$ cat src/rtl/pc_sequencer.sv
// Registered MIPS program-counter sequencer: PC register, PC+4, jr/jump/branch
// redirect mux, valid/ready fetch handshake, halt/resume FSM, redirect counter.
module pc_sequencer #(
  parameter int               WIDTH        = 32,
  parameter logic [WIDTH-1:0] RESET_VECTOR = '0,
  parameter int               JUMP_BITS    = 26,
  parameter int               CNT_BITS     = 16
) (
  input  logic                 clk,
  input  logic                 rst_n,
  output logic                 out_valid,
  input  logic                 out_ready,
  output logic [WIDTH-1:0]     pc,
  output logic [WIDTH-1:0]     pc_plus_4,
  input  logic                 branch_taken,
  input  logic [WIDTH-1:0]     branch_offset,
  input  logic                 jump,
  input  logic [JUMP_BITS-1:0] jump_index,
  input  logic                 jr,
  input  logic [WIDTH-1:0]     jr_target,
  input  logic                 halt_req,
  input  logic                 resume,
  output logic                 halted,
  output logic [CNT_BITS-1:0]  redirect_count
);

  typedef enum logic [1:0] {S_IDLE, S_RUN, S_HALT} state_t;

  state_t              state, state_nxt;
  logic                fire;
  logic                redirect;
  logic [WIDTH-1:0]    pc_nxt;
  logic [WIDTH-1:0]    jump_tgt;
  logic [WIDTH-1:0]    branch_tgt;
  logic [CNT_BITS-1:0] cnt_nxt;

  // Outputs decode straight from registers: no input reaches out_valid or pc.
  assign out_valid = (state == S_RUN);
  assign halted    = (state == S_HALT);
  assign fire      = out_valid & out_ready;

  assign pc_plus_4  = pc + WIDTH'(4);
  assign jump_tgt   = {pc_plus_4[WIDTH-1:JUMP_BITS+2], jump_index, 2'b00};
  assign branch_tgt = pc_plus_4 + (branch_offset << 2);

  always_comb begin
    pc_nxt   = pc;
    redirect = 1'b0;
    if (fire) begin
      redirect = jr | jump | branch_taken;
      if (jr)                pc_nxt = jr_target;
      else if (jump)         pc_nxt = jump_tgt;
      else if (branch_taken) pc_nxt = branch_tgt;
      else                   pc_nxt = pc_plus_4;
    end
  end

  always_comb begin
    cnt_nxt = redirect_count;
    if (redirect && redirect_count != '1) cnt_nxt = redirect_count + CNT_BITS'(1);
  end

  // A halt with no fire leaves pc untouched, so the stalled fetch is re-presented.
  always_comb begin
    state_nxt = state;
    case (state)
      S_IDLE:  state_nxt = S_RUN;
      S_RUN:   if (halt_req) state_nxt = S_HALT;
      S_HALT:  if (resume)   state_nxt = S_RUN;
      default: state_nxt = S_IDLE;
    endcase
  end

  always_ff @(posedge clk or negedge rst_n) begin
    if (!rst_n) begin
      state          <= S_IDLE;
      pc             <= RESET_VECTOR;
      redirect_count <= '0;
    end else begin
      state          <= state_nxt;
      pc             <= pc_nxt;
      redirect_count <= cnt_nxt;
    end
  end

endmodule

$ cat config.mk
export PLATFORM = sky130hd
export DESIGN_NAME = pc_sequencer
export DESIGN_NICKNAME = d
export VERILOG_FILES = /design/src/rtl/pc_sequencer.sv
export SDC_FILE = /design/constraint.sdc
export NUM_CORES = 1
export LEC_CHECK = 0
export ABC_CLOCK_PERIOD_IN_PS = 5700
export CELL_PAD_IN_SITES_DETAIL_PLACEMENT = 1
export CELL_PAD_IN_SITES_GLOBAL_PLACEMENT = 1
export CORE_MARGIN = 1.5
export CORE_UTILIZATION = 36
export CTS_BUF_LIST = sky130_fd_sc_hd__clkbuf_2
export CTS_CLUSTER_DIAMETER = 100
export CTS_CLUSTER_SIZE = 10
export DETAILED_ROUTE_END_ITERATION = 8
export GPL_TIMING_DRIVEN = 0
export PLACE_DENSITY_LB_ADDON = 0.15
export SYNTH_ARGS = -nofsm -noshare
export SYNTH_HDL_FRONTEND = slang
export SYNTH_SLANG_ARGS = --single-unit
$ cat constraint.sdc
create_clock -name clk -period 5.7 [get_ports clk]
set_clock_uncertainty 0.05 [all_clocks]
set_input_delay 0.57 -clock clk [delete_from_list [all_inputs] [get_ports clk]]
set_output_delay 0.57 -clock clk [all_outputs]
set_load 0.005 [all_outputs]
==> key figures <==
Status
  • Status: finished, final reports clean

Setup path
  • R2R Setup Slk: 1240 ps
  • Critical path class: flip-flop to flip-flop
  • Worst endpoint required time: 6110 ps
  • Max FO, Critical Path: 7
  • Worst path bufs/invs: 0
  • R2R cell count: 13
  • Reg2reg end: pc[25]
  • Cells along the critical path: and4_1 -> nor3b_2 -> and2_2 -> nand2_1 -> xnor2_1 -> ha_1 -> o21a_1 -> a21oi_1 -> o22ai_1 -> or3_4 -> a31o_1 -> xnor2_1 -> o41ai_2
  • Worst setup EP type: flip-flop
  • Worst r2r src: pc[7]
  • Most Frequent Cell on Critical Path: xnor2_1
  • CP arrival: 4870 ps
  • CP max-delay cell: dfrtp_1
  • Crit-path max cell delay: 540 ps
  • Top delay family on crit path: simple AND/OR/NAND/NOR gates
  • Startpoint types: flip-flop

Timing
  • Maximum clock rate: 0.2240 GHz
  • Final setup violation count: 0
  • Setup_tns: 0 ps
  • Hold Vio Cnt, Final: 0
  • Tmin final: 4465 ps
  • Hold Slack: 469.7 ps
  • Relative slew slack: 42.44%
  • Worst Tran Pin Value: 860.2 ps
  • Unrepaired setup endpoints after global routing: no
  • Crit share post-route: 78.33%
  • Slew Viols, Final: 0
  • Setup ws final: 1235 ps

Clock network
  • CTS buffer count: 5
  • Clk slew on worst S/H paths: 330 ps
  • Buffer depth of the longest clock path: 2
  • H-tree depth: 2
  • Sink Count: 50
  • Root Buffer: clkbuf_2
  • Worst skew pair latency: 520 ps
  • CTS tree: done
  • Post-CTS Repair Setup Buffers: 0

Synthesis
  • Yosys warning count: 0
  • Syn_area_per_cell: 8.013 sq um
  • Syn Nets: 754
  • Synthesized instance count: 618
  • EDFF count, synth: 0
  • Sequential-to-total area share from yosys stat: 25.27%
  • Mapped cell area: 4952 sq um
  • Primary FF master, synth: dfrtp_1
  • Ys async rst share: 100.0%
  • Yosys reg bits: 50
  • Yosys cell types: 72

GRT
  • Largest net degree at the start of global routing: 29
  • Number of global-route vias before repair: 5978
  • First-pass GRT wire length: 32.98 mm
  • Initial antenna violation count: 0
  • GR Overflow Total: 0
  • All-Layer GR Usage: 29.26%

Placement
  • Post-Place Cells: 970
  • Placement Setup Slack: 1298 ps
  • Placement Cell Area: 6939 sq um
  • Routability cong.: 0.8943
  • IO buf count: 175
  • DP HPWL: 17.08 mm

Detailed routing
  • DRC: 0
  • DRT iter0 DRCs: 401
  • Antenna-violating nets left: 0
  • Vias: 5642
  • DRT Wirelength: 21.12 mm
  • Drt wl/cell: 21.58 microns
  • Vias/cell: 5.763
  • 1st-pass router iterations: 5

Floorplanning
  • Die Height: 120.3 microns
  • Core ar.: 13350 sq um
  • Die area: 14470 sq um
  • # IOs: 180
  • Starting Density: 37.10%
  • FP Rows: 42
  • Die width: 120.3 microns

Layout
  • Commonest non-fill, non-tap cell in the layout: clkdlybuf4s50_1
  • Core Util, Final: 52.61%
  • Filler instances: 1653
  • Final instance area: 7022 sq um
  • Layout cell share with drive strength beyond 1: 3.736%
  • Final net count: 938
  • Most frequent cells in the layout: clkdlybuf4s50_1, nor2_1, nand2_1
  • Area growth from synthesis to layout: 41.79%
  • Ant diodes: 0
  • Non-filler cells, final: 979

Pwr
  • PwrDens: 470.6 nW/um^2
  • Total power: 3.305 mW
  • Leakage power: 2.905 nW
  • Worst VDD drop: 0.2051 mV

Job
  • Max Cap Violations: 0

Hold path
  • Hold WC Path Type: flip-flop to flip-flop
  • Worst hold path depth: 1
  • Worst Hold End: redirect_count[9]
  • Critical hold path startpoint: redirect_count[9]
==> kinds of logic (layout without fill, tap and decap cells) <==
| kind of cell | after synthesis | in the layout | share of synthesized area [%] |
|---|---|---|---|
| simple gates | 224 | 224 | 22.03 |
| compound gates | 197 | 197 | 26.83 |
| xor+xnor | 65 | 65 | 11.65 |
| flops | 50 | 50 | 25.27 |
| fa+ha+maj | 38 | 38 | 9.752 |
| buf+inv | 37 | 222 | 3.007 |
| mux | 7 | 7 | 1.465 |
==> state kept, by name, indices dropped and copies added, names as in the netlist <==
signal          count
pc                 32
redirect_count     16
state               2
==> per-layer routing <==
layer / up-vias / part of all wire (%) / GRT usage (%)
met2: 222 / 47 / 49.25
met5: - / 0 / 0
met4: 0 / 2.6 / 9.853
li1: 2650 / - / -
met1: 2733 / 43 / 37.90
met3: 37 / 6.9 / 5.236
==> how the worst max path moves through the flow <==
stage | start | to | depth (start not counted)
after floorplan | pc[7] | pc[25] | 13
after global placement | pc[7] | pc[25] | 13
after detailed placement | pc[7] | pc[25] | 13
after CTS | pc[7] | pc[25] | 13
after global routing | pc[7] | pc[25] | 13
final | pc[7] | pc[25] | 13
==> worst reg2reg max path: cells and delay by family, from the launching register on <==
kind / cells / cell delay, ps
AND/OR/NAND/NOR: 5 / 1730
flip-flops: 1 / 540
AO/OA/AOI/OAI: 5 / 1240
adder cells (fa/ha/maj): 1 / 370
XOR/XNOR: 2 / 520
==> final cells by class <==
class	count	area, sq um	area share (%)
multi-input cells	531	3552	50.59
inverters	11	41.29	0.5880
well taps	176	220.2	3.136
clock buffers	5	25.02	0.3564
repair buffers	177	1777	25.30
plain buffers	26	107.6	1.532
flip-flops and latches	50	1251	17.82
clock inverters	3	47.55	0.6771
==> cells in the mapped netlist (all sizes together) (3+ instances only) <==
cell type / n / share of area, %
nor2: 66 / 5.0
nand2: 62 / 4.7
a21oi: 52 / 5.3
dfrtp: 50 / 25
xnor2: 40 / 7.1
ha: 37 / 9.3
o21ai: 36 / 3.6
xor2: 25 / 4.6
nand3: 21 / 2.1
clkbuf: 20 / 1.5
a21o: 17 / 2.6
o22ai: 16 / 2.0
and3: 12 / 1.5
nand4: 11 / 1.4
and2: 10 / 1.3
and4: 10 / 1.8
nor3: 10 / 1.0
inv: 9 / 0.68
a211oi: 8 / 1.5
a31oi: 8 / 1.0
a221oi: 7 / 1.2
o211ai: 7 / 1.1
buf: 6 / 0.66
nor2b: 6 / 0.76
a211o: 5 / 0.88
mux2i: 5 / 1.0
a21boi: 4 / 0.68
o21a: 4 / 0.63
o221ai: 4 / 0.71
o41ai: 4 / 0.86
a31o: 3 / 0.53
nand2b: 3 / 0.38
nor4: 3 / 0.38
o21bai: 3 / 0.45
o31ai: 3 / 0.73
or3: 3 / 0.48
==> timing repair <==
item	in CTS	in global routing
hold buffers	1	0
endpoints found under the hold margin	12	0
gates resized for setup	0	0
==> where the power goes <==
part	switching (mW)	internal (mW)
sequential	0.215	0.486
clock	0.140	0.0768
combinational	1.23	1.16
total	1.58	1.72
(Power assumes the default switching activity.)
